[config.mk]
export PLATFORM = sky130hd
export DESIGN_NAME = alloc_scheduler
export DESIGN_NICKNAME = d
export VERILOG_FILES = /design/src/rtl/alloc_scheduler.sv
export SDC_FILE = /design/constraint.sdc
export NUM_CORES = 1
export LEC_CHECK = 0
export CAP_MARGIN = 5
export CORE_AREA = 4 4 81 83
export CTS_CLUSTER_DIAMETER = 60
export DETAILED_ROUTE_END_ITERATION = 10
export DIE_AREA = 0 0 85 87
export DONT_BUFFER_PORTS = 1
export GPL_ROUTABILITY_DRIVEN = 0
export PLACE_DENSITY = 0.48
export SKIP_CTS_REPAIR_TIMING = 1
export SLEW_MARGIN = 0
export SYNTH_ARGS = -nofsm -noshare
export SYNTH_HDL_FRONTEND = slang
export SYNTH_SLANG_ARGS = --single-unit
[constraint.sdc]
create_clock -name clk -period 2.9 [get_ports clk]
set_input_delay 0.435 -clock clk [delete_from_list [all_inputs] [get_ports clk]]
set_output_delay 0.435 -clock clk [all_outputs]
set_load 0.03 [all_outputs]
[src/rtl/alloc_scheduler.sv]
// Purpose : arbitrates read/write channel alloc and free requests onto a single
//           shared ID allocator, one operation per cycle, and tracks per-channel
//           outstanding counts.
// Latency : zero; grants, accepts and returned IDs are combinational.
// Backpressure: alloc_ready follows alloc_gnt for the chosen channel. A channel
//           at its outstanding limit is not eligible. The losing class or
//           channel waits and must hold valid and payload.
//
// Optional build macro: ALLOC_SCHED_RR_EN. When it is defined, each class uses
// round-robin selection between rd and wr. When it is not defined, rd has fixed
// priority over wr.
//
// Ports:
//   clk, rst              rising-edge clock; synchronous active-low reset
//   rd_/wr_alloc_*        channel alloc handshake (valid, orig_id, ready, unique_id)
//   rd_/wr_free_*         channel free handshake (valid, free_id, ready, restored_id)
//   alloc_req/in_orig_id  allocator alloc port, request side
//   alloc_gnt/unique_id   allocator alloc port, response side
//   id_matrix_full        allocator is full
//   free_req/unique_id_to_free/restored_id   allocator free port
//   rd_cnt, wr_cnt        outstanding IDs per channel
//   free_err              sticky flag, set by a free on a channel that has nothing outstanding
module alloc_scheduler #(
  parameter int ID_WIDTH        = 16,
  parameter int MAX_OUTSTANDING = 16,
  parameter int RD_MAX_OUT      = 8,
  parameter int WR_MAX_OUT      = 8,
  localparam int CNT_W          = $clog2(MAX_OUTSTANDING + 1)
) (
  input  logic                clk,
  input  logic                rst,
  input  logic                rd_alloc_valid,
  input  logic [ID_WIDTH-1:0] rd_orig_id,
  output logic                rd_alloc_ready,
  output logic [ID_WIDTH-1:0] rd_unique_id,
  input  logic                wr_alloc_valid,
  input  logic [ID_WIDTH-1:0] wr_orig_id,
  output logic                wr_alloc_ready,
  output logic [ID_WIDTH-1:0] wr_unique_id,
  input  logic                rd_free_valid,
  input  logic [ID_WIDTH-1:0] rd_free_id,
  output logic                rd_free_ready,
  output logic [ID_WIDTH-1:0] rd_restored_id,
  input  logic                wr_free_valid,
  input  logic [ID_WIDTH-1:0] wr_free_id,
  output logic                wr_free_ready,
  output logic [ID_WIDTH-1:0] wr_restored_id,
  output logic                alloc_req,
  output logic [ID_WIDTH-1:0] in_orig_id,
  input  logic                alloc_gnt,
  input  logic [ID_WIDTH-1:0] unique_id,
  input  logic                id_matrix_full,
  output logic                free_req,
  output logic [ID_WIDTH-1:0] unique_id_to_free,
  input  logic [ID_WIDTH-1:0] restored_id,
  output logic [CNT_W-1:0]    rd_cnt,
  output logic [CNT_W-1:0]    wr_cnt,
  output logic                free_err
);

  localparam logic [CNT_W-1:0] RD_LIM  = CNT_W'(RD_MAX_OUT);
  localparam logic [CNT_W-1:0] WR_LIM  = CNT_W'(WR_MAX_OUT);
  localparam logic [CNT_W-1:0] CNT_ONE = CNT_W'(1);

  logic [CNT_W-1:0] rd_cnt_q, rd_cnt_d, wr_cnt_q, wr_cnt_d;
  logic             free_err_q, free_err_d;
  logic             last_alloc_q, last_alloc_d;

  logic rd_alloc_elig, wr_alloc_elig, any_alloc, any_free, sel_free;
  logic alloc_pick_wr, free_pick_wr;

  assign rd_alloc_elig = rd_alloc_valid && (rd_cnt_q < RD_LIM);
  assign wr_alloc_elig = wr_alloc_valid && (wr_cnt_q < WR_LIM);
  assign any_alloc     = rd_alloc_elig || wr_alloc_elig;
  assign any_free      = rd_free_valid || wr_free_valid;
  // Free wins a contested cycle after an alloc, or whenever the allocator is full.
  // This alternation keeps either class from starving the other.
  assign sel_free      = any_free && (!any_alloc || id_matrix_full || last_alloc_q);

`ifdef ALLOC_SCHED_RR_EN
  // Each pointer names the channel that wins a tie in its class (0 = rd, 1 = wr).
  logic ptr_alloc_q, ptr_alloc_d, ptr_free_q, ptr_free_d;
  assign alloc_pick_wr = wr_alloc_elig && (!rd_alloc_elig || ptr_alloc_q);
  assign free_pick_wr  = wr_free_valid && (!rd_free_valid || ptr_free_q);
`else
  assign alloc_pick_wr = !rd_alloc_elig;
  assign free_pick_wr  = !rd_free_valid;
`endif

  // The allocator's response is routed to both channels. Each copy is only
  // meaningful while the ready signal of that channel is high.
  assign rd_unique_id   = unique_id;
  assign wr_unique_id   = unique_id;
  assign rd_restored_id = restored_id;
  assign wr_restored_id = restored_id;
  assign rd_cnt         = rd_cnt_q;
  assign wr_cnt         = wr_cnt_q;
  assign free_err       = free_err_q;

  always_comb begin
    rd_alloc_ready    = 1'b0;
    wr_alloc_ready    = 1'b0;
    rd_free_ready     = 1'b0;
    wr_free_ready     = 1'b0;
    alloc_req         = 1'b0;
    in_orig_id        = '0;
    free_req          = 1'b0;
    unique_id_to_free = '0;
    rd_cnt_d          = rd_cnt_q;
    wr_cnt_d          = wr_cnt_q;
    free_err_d        = free_err_q;
    last_alloc_d      = last_alloc_q;
`ifdef ALLOC_SCHED_RR_EN
    ptr_alloc_d       = ptr_alloc_q;
    ptr_free_d        = ptr_free_q;
`endif
    if (!rst) begin
      // All handshakes are held low while reset is asserted.
    end else if (sel_free) begin
`ifdef ALLOC_SCHED_RR_EN
      ptr_free_d = !free_pick_wr;
`endif
      if (free_pick_wr) begin
        wr_free_ready = 1'b1;
        if (wr_cnt_q == '0) begin
          // Underflow: consume the free without sending it to the allocator.
          free_err_d = 1'b1;
        end else begin
          free_req          = 1'b1;
          unique_id_to_free = wr_free_id;
          wr_cnt_d          = wr_cnt_q - CNT_ONE;
          last_alloc_d      = 1'b0;
        end
      end else begin
        rd_free_ready = 1'b1;
        if (rd_cnt_q == '0) begin
          free_err_d = 1'b1;
        end else begin
          free_req          = 1'b1;
          unique_id_to_free = rd_free_id;
          rd_cnt_d          = rd_cnt_q - CNT_ONE;
          last_alloc_d      = 1'b0;
        end
      end
    end else if (any_alloc) begin
      alloc_req  = 1'b1;
      in_orig_id = alloc_pick_wr ? wr_orig_id : rd_orig_id;
      if (alloc_pick_wr) wr_alloc_ready = alloc_gnt;
      else               rd_alloc_ready = alloc_gnt;
      // A request that is not granted leaves all bookkeeping unchanged.
      if (alloc_gnt) begin
        last_alloc_d = 1'b1;
        if (alloc_pick_wr) wr_cnt_d = wr_cnt_q + CNT_ONE;
        else               rd_cnt_d = rd_cnt_q + CNT_ONE;
`ifdef ALLOC_SCHED_RR_EN
        ptr_alloc_d = !alloc_pick_wr;
`endif
      end
    end
  end

  always_ff @(posedge clk) begin
    if (!rst) begin
      rd_cnt_q     <= '0;
      wr_cnt_q     <= '0;
      free_err_q   <= 1'b0;
      last_alloc_q <= 1'b0;
`ifdef ALLOC_SCHED_RR_EN
      ptr_alloc_q  <= 1'b0;
      ptr_free_q   <= 1'b0;
`endif
    end else begin
      rd_cnt_q     <= rd_cnt_d;
      wr_cnt_q     <= wr_cnt_d;
      free_err_q   <= free_err_d;
      last_alloc_q <= last_alloc_d;
`ifdef ALLOC_SCHED_RR_EN
      ptr_alloc_q  <= ptr_alloc_d;
      ptr_free_q   <= ptr_free_d;
`endif
    end
  end

endmodule
After elaboration in Yosys (flattened, before gate mapping)
Cells that the tools add are included.
W data, S select, Z words.
Word-level totals
  output and inout bits: 113
  logic and storage cells: 88
  register bits after elaboration: 12
Operators by class
  equality and inequality tests: 8
  add/sub/neg operators: 4
  reductions and logical operators: 18
  $lt $le $gt $ge: 2
  muxes and demuxes: 52
Operator list (count)
  $mux W16: 9
  $mux W5: 12
  $mux W1: 31
  $add A5 B1 Y5 const B: 2
  $logic_not A5 Y1: 2
  $lt A5 B4 Y1 const B: 2
  $reduce_and A5 Y1: 2
  $sub A5 B1 Y5 const B: 2
  $ne A2 B2 Y1 const B: 4
  $reduce_bool A2 Y1: 4
  $ne A3 B3 Y1 const B: 2
  $logic_or A1 B1 Y1: 4
  $ne A2 B1 Y1 const B: 2
  $reduce_and A4 Y1: 1
  $logic_and A1 B1 Y1: 3
  $reduce_and A3 Y1: 1
  $logic_not A1 Y1: 1

Depth between registers and ports, before layout
Gate-level depths: netlist of the first run.
  depth after elaboration: 9
  mapped depth: 11

Worst setup path before layout of the first run
OpenSTA, ideal clock, no wires.
  kind: register to register
  start: register rd_cnt_q[3], in the netlist rd_cnt[3]
  end: register rd_cnt_q[2], in the netlist rd_cnt[2]
  stages on the path, launching flop included: 10
  period minus slack after synthesis: 2737 ps
  arrival time: 2666 ps
  setup slack: 163 ps
  cells stage by stage: dfxtp_1 > buf_6 > nor3b_4 > o21ai_4 > nand2_1 > xnor2_1 > ha_1 > or4_4 > a2111oi_4 > mux2i_1
On the way
  longest elaborated chain between the ends: 9
  elaborated cells between the ends (all ways): 15
Ends and longest elaborated chain
  start: declaration: line 65  | logic [CNT_W-1:0] rd_cnt_q, rd_cnt_d, wr_cnt_q, wr_cnt_d;
  start signal: assignment: line 173  | rd_cnt_q <= rd_cnt_d;
  $lt A5 B4 Y1: line 72  | assign rd_alloc_elig = rd_alloc_valid && (rd_cnt_q < RD_LIM);
  $logic_and A1 B1 Y1: line 72
  $logic_or A1 B1 Y1: line 74  | assign any_alloc = rd_alloc_elig || wr_alloc_elig;
  $logic_not A1 Y1: line 78  | assign sel_free = any_free && (!any_alloc || id_matrix_full || last_alloc_q);
  $logic_or A1 B1 Y1 (2 in a row): line 78
  $logic_and A1 B1 Y1: line 78
  $ne A2 B2 Y1 (no line) or $reduce_bool A2 Y1 (tied branches)
  $reduce_and A5 Y1 (no line)
Several ways; a longest one is shown, not always the timed one.
A chain may end at the register's enable or synchronous reset.

Worst setup path after layout of the first run
  start: register wr_cnt_q[3], in the netlist wr_cnt[3]
  end: output unique_id_to_free[14]
On the way
  longest elaborated chain between the ends: 9
  elaborated cells between the ends (all ways): 12
Ends and longest elaborated chain
  start: declaration: line 65
  start signal: assignment: line 174  | wr_cnt_q <= wr_cnt_d;
  $lt A5 B4 Y1: line 73  | assign wr_alloc_elig = wr_alloc_valid && (wr_cnt_q < WR_LIM);
  $logic_and A1 B1 Y1: line 73
  $logic_or A1 B1 Y1: line 74
  $logic_not A1 Y1: line 78
  $logic_or A1 B1 Y1 (2 in a row): line 78
  $logic_and A1 B1 Y1: line 78
  $mux W16 *: line 119  | end else if (sel_free) begin
  $mux W16 *: line 117  | if (!rst) begin
  end: declaration: line 54  | output logic [ID_WIDTH-1:0] unique_id_to_free,
Mark *: on every way between the ends. The rest lies on a longest branch, timed or not.

==> results of run 1 <==
-- sequential cells by signal, indices dropped and copies added, names as in the netlist --
| name | cells |
|---|---|
| free_err | 1 |
| last_alloc_q | 1 |
| wr_cnt | 5 |
| rd_cnt | 5 |
-- cell type report --
class	instances	area [um2]	share of cell area
Sequential cell	12	240	0.126
Clock buffer	4	55.1	0.0289
Tap cell	75	93.8	0.0493
Timing Repair Buffer	50	375	0.197
Inverter	4	15.0	0.00788
Multi-Input combinational cell	175	1120	0.591
-- synthesized netlist by cell type (6+ instances only) --
cell type   n  share of area
buf_2       6          0.016
nor2_1     24          0.047
nand2_1    41          0.080
a21oi_1    23          0.060
buf_4      64           0.25
nand2b_1    6          0.020
a22oi_1    16          0.063
dfxtp_1    12           0.12
mux2i_1     6          0.031
clkbuf_1    6          0.012
nor3_1      6          0.016
-- power groups by stage --
stage	combinational (mW)	clock, mW	sequential (mW)
after floorplan	0.847	0	0.334
after global placement	1.02	0	0.252
after detailed placement	1.03	0	0.252
after CTS	1.03	0.198	0.248
after global routing	1.13	0.203	0.252
final	1.03	0.192	0.247
-- routing by layer --
metal	routed length, um	track usage	up-vias
met5	0	0	-
met4	63	0.0532	0
met3	702	0.0445	6
met2	2910	0.278	144
met1	1930	0.151	747
li1	-	-	825
-- worst reg2reg max path: cells and delay by family (launching register included) --
kind	cells	cell delay (ns)
AND/OR/NAND/NOR	3	1.18
AO/OA/AOI/OAI	2	0.40
flip-flops	1	0.36
adder cells (fa/ha/maj)	1	0.22
multiplexers	1	0.21
XOR/XNOR	1	0.11
-- how the worst min path moves through the flow --
| stage | startpoint | end | slack [ns] |
|---|---|---|---|
| floorplan | last_alloc_q$_SDFFE_PN0P_ | last_alloc_q$_SDFFE_PN0P_ | 0.48 |
| global placement | last_alloc_q$_SDFFE_PN0P_ | last_alloc_q$_SDFFE_PN0P_ | 0.50 |
| detailed placement | last_alloc_q$_SDFFE_PN0P_ | last_alloc_q$_SDFFE_PN0P_ | 0.51 |
| CTS | rst | wr_cnt[3]$_SDFFE_PN0P_ | 0.31 |
| global route | rst | wr_cnt[3]$_SDFFE_PN0P_ | 0.33 |
| finish | rst | wr_cnt[3]$_SDFFE_PN0P_ | 0.32 |
-- logic make-up (layout without fill, tap and decap cells) --
logic type / count (synthesis) / count (layout) / share of synthesized area
fa+ha+maj: 3 / 3 / 0.0195
mux: 6 / 6 / 0.0313
buf+inv: 81 / 58 / 0.291
simple gates: 99 / 99 / 0.255
flops: 12 / 12 / 0.125
compound gates: 63 / 63 / 0.260
xor+xnor: 4 / 4 / 0.0182
-- metrics by stage --
step | worst slack [ns] | utilization | hold WS [ns]
floorplan | 0.163 | - | 0.476
global placement | 0.361 | 0.316 | 0.505
detailed placement | 0.313 | 0.316 | 0.508
CTS | 0.185 | 0.325 | 0.311
global route | 0.0753 | 0.325 | 0.326
finish | 0.336 | 0.325 | 0.320
==> impl_metrics.csv, run 1 <==
group,metric,value,unit
status,status,"completed",
setup_path,path_cells,"nor3_1 > a21oi_1 > and3_1 > a22oi_1 > nor2_1 > buf_4",
yosys,syn_area_per_cell,7.17,um2
routing,detail_route.wl_per_cell,17.5,um
pwr,switching_share,0.518,
layout,stdcell_area,1900,um2
layout,fillCellCount,633,
setup_path,r2r_slack,0.34,ns
place,post_dp_cell_area,1850,um2
pwr,clkPwrFrac,0.131,
clocking,ctsLongestPathBuffers,2,
setup_path,crit_required,2.47,ns
routing,drtAntennaViolNets,0,
routing,viasPerCell,5.38,
place,place_inst,316,
die,initial_core_util,0.328,
layout,final_common_cell,"buf_4",
yosys,synth_warnings,0,
clocking,cts_root_buffer,"clkbuf_8",
clocking,cts_tree,"done",
global_routing,overflow,0,
routing,drc,0,
setup_path,worstSetupEndpoint,"unique_id_to_free[14]",
pwr,power.leakage,0.811,nW
hold_path,min_path_type,"in2reg",
clocking,cts.clk_slew.worst_paths,0.06,ns
die,die_w,85,um
die,coreArea,5850,um2
layout,drive_gt1_frac,0.290,
die,num_io_pins,217,
setup_path,critPathMaxFanout,16,
yosys,synth_cell_type_count,48,
routing,vias,1722,
setup_path,cp_slowest_stage_delay,0.56,ns
setup_path,critical_path_class,"reg2out",
pwr,power_switching,0.759,mW
yosys,syn_nets,375,
sta,tns,0,ns
sta,worst_slew_pin_slew,0.625,ns
sta,setup-violations-final,0,
yosys,yosys_most_used_dff,"dfxtp_1",
global_routing,grt_max_degree,24,
flow_run,drv_cap,0,
setup_path,critPathTopFamily,"simple AND/OR/NAND/NOR gates",
setup_path,r2r-end,"rd_cnt[2]$_SDFFE_PN0P_",
pwr,ir_drop,0.234,mV
setup_path,slowest_stage,"and3_1",
yosys,synth_cells,268,
yosys,synthArstFlopShare,0,
sta,post-route-period-util,0.884,
clocking,htree_levels,1,
layout,fin_nets,353,
sta,clock.fmax,390,MHz
sta,hold_viol,0,
yosys,synth_seq_cells,12,
setup_path,startpoint,"wr_cnt[3]$_SDFFE_PN0P_",
setup_path,path_depth,6,
global_routing,antenna_found_initial,0,
pwr,power_frac_seq,0.168,
die,fp-row-count,28,
sta,rsz0062_at_grt,"no",
place,port_buffers,0,
die,dieArea,7400,um2
layout,final_cell_mix,"buf_4 (50), nand2_1 (41), nor2_1 (23), a21oi_1 (23), a22oi_1 (16)",
die,die_h,87,um
routing,drt_iter0_drc,114,
pwr,p_int,0.706,mW
sta,clock_skew,0.00335,ns
setup_path,endpoint_kind,"primary output",
routing,wirelength,5610,um
layout,stdcell_count,320,
setup_path,timing.rr.start,"wr_cnt[3]$_SDFFE_PN0P_",
pwr,p_per_area,769,nW/um2
sta,slew-limit-headroom,0.583,
pwr,power,1.46,mW
hold_path,min_path_cells,1,
setup_path,cp-start-kind,"flip-flop",
setup_path,rr_worst_depth,8,
clocking,cts.sinks,12,
sta,drv_slew,0,
layout,area_growth,-0.911,%
place,place_hpwl,4590,um
clocking,numCtsBuffers,3,
layout,diodes,0,
global_routing,grt_first_pass_wirelength,8700,um
sta,min_period,2.56,ns
yosys,ys_seq_area_frac,0.125,
global_routing,grt_util_all_layers,0.146,
yosys,synth_area,1920,um2
pwr,p_comb_frac,0.700,
clocking,clock_latency,0.25,ns
yosys,synth_edf_count,0,
setup_path,critical_path_buf_inv_count,1,
setup_path,cp.arrival,2.13,ns
global_routing,grt_pass1_vias,1697,
routing,first_pass_iters,4,
(Power assumes the default switching activity.)
==> run 2, diff against run 1 <==
==> constraint.sdc (replaced) <==
create_clock -name clk -period 2.9 [get_ports clk]
set_input_delay 0.29 -clock clk [delete_from_list [all_inputs] [get_ports clk]]
set_output_delay 0.29 -clock clk [all_outputs]
set_load 0.03 [all_outputs]
==> impl_metrics.csv, run 2 (same netlist as run 1, synthesis figures left out) <==
group,metric,value,unit
status,status,"completed",
clocking,htree_levels,1,
layout,diodes,0,
routing,vias,1731,
layout,final_common_cell,"buf_4",
die,initial_core_util,0.328,
layout,stdcell_area,1880,um2
global_routing,grt_util_all_layers,0.138,
die,die_h,87,um
pwr,power.leakage,0.792,nW
flow_run,drv_cap,0,
setup_path,crit_required,3.07,ns
layout,fin_nets,351,
setup_path,critical_path_class,"reg2reg",
routing,first_pass_iters,4,
global_routing,antenna_found_initial,0,
setup_path,endpoint_kind,"flip-flop",
global_routing,grt_pass1_vias,1665,
sta,clock_skew,0.00605,ns
sta,tns,0,ns
layout,drive_gt1_frac,0.285,
clocking,cts.clk_slew.worst_paths,0.06,ns
setup_path,cp-start-kind,"flip-flop",
global_routing,overflow,0,
clocking,ctsLongestPathBuffers,2,
die,die_w,85,um
clocking,cts_tree,"done",
setup_path,cp_slowest_stage_delay,0.53,ns
global_routing,grt_first_pass_wirelength,8280,um
layout,final_cell_mix,"buf_4 (48), nand2_1 (41), nor2_1 (23), a21oi_1 (23), a22oi_1 (16)",
die,fp-row-count,28,
sta,rsz0062_at_grt,"no",
sta,post-route-period-util,0.870,
layout,post-route-util,0.321,
clocking,numCtsBuffers,3,
die,num_io_pins,217,
setup_path,cp.arrival,2.70,ns
clocking,cts_root_buffer,"clkbuf_8",
routing,drtAntennaViolNets,0,
pwr,p_per_area,750,nW/um2
setup_path,critPathMaxFanout,7,
place,port_buffers,0,
routing,drt_iter0_drc,77,
sta,slew-limit-headroom,0.599,
sta,fin_hold_ws,0.185,ns
place,post_dp_cell_area,1830,um2
layout,area_growth,-2.34,%
setup_path,critPathTopFamily,"simple AND/OR/NAND/NOR gates",
sta,setup-violations-final,0,
sta,clock.fmax,396,MHz
sta,worst_slew_pin_slew,0.600,ns
routing,wirelength,5430,um
routing,detail_route.wl_per_cell,17.1,um
sta,drv_slew,0,
layout,fillCellCount,621,
setup_path,critical_path_buf_inv_count,0,
clocking,clock_latency,0.24,ns
global_routing,grt_max_degree,25,
routing,viasPerCell,5.46,
setup_path,slowest_stage,"or4_4",
pwr,power,1.41,mW
sta,hold_viol,0,
place,place_hpwl,4450,um
setup_path,path_cells,"nor3b_4 > o21ai_4 > nand2_1 > xnor2_1 > ha_1 > or4_4 > a2111oi_4 > mux2i_1",
die,coreArea,5850,um2
hold_path,min_path_type,"in2reg",
routing,drc,0,
sta,min_period,2.52,ns
die,dieArea,7400,um2
clocking,cts.sinks,12,
pwr,ir_drop,0.187,mV
==> run 2: cell types whose count changed in the layout (fill, tap and decap cells not counted), sizes merged <==
| cell | delta |
|---|---|
| clkbuf | -1 |
| buf | -2 |
==> run 2: power by group <==
| group | internal (mW) | switching [mW] |
|---|---|---|
| sequential | 0.206 | 0.0742 |
| clock | 0.0917 | 0.0655 |
| combinational | 0.372 | 0.598 |
| total | 0.670 | 0.738 |
==> run 2: per-layer routing <==
layer	GRT usage	share of wire
met4	0.0432	0.0079
met2	0.261	0.52
met5	0	0
met3	0.0341	0.11
met1	0.149	0.36
==> run 2: final cells by class <==
cell class              instances  area (um2)  share of cell area
flip-flops and latches         12         240               0.128
clock buffers                   3        41.3              0.0220
multi-input cells             175        1130               0.600
inverters                       4        15.0             0.00800
repair buffers                 48         360               0.192
well taps                      75        93.8              0.0500
==> run 2: path summary, 6_finish.rpt <==
check                             from                         to  slack, ns  cells after the start
max reg2reg     wr_cnt[3]$_SDFFE_PN0P_     rd_cnt[2]$_SDFFE_PN0P_       0.38                      8
max             wr_cnt[3]$_SDFFE_PN0P_     rd_cnt[2]$_SDFFE_PN0P_       0.38                      8
min                                rst     wr_cnt[3]$_SDFFE_PN0P_       0.18                      1
min reg2reg  last_alloc_q$_SDFFE_PN0P_  last_alloc_q$_SDFFE_PN0P_       0.52                      2
==> run 2: stage by stage <==
stage,setup slack (ns),instances
finish,0.377,317
global route,0.183,317
CTS,0.213,317
detailed placement,0.356,314
global placement,0.435,314
floorplan,0.163,268
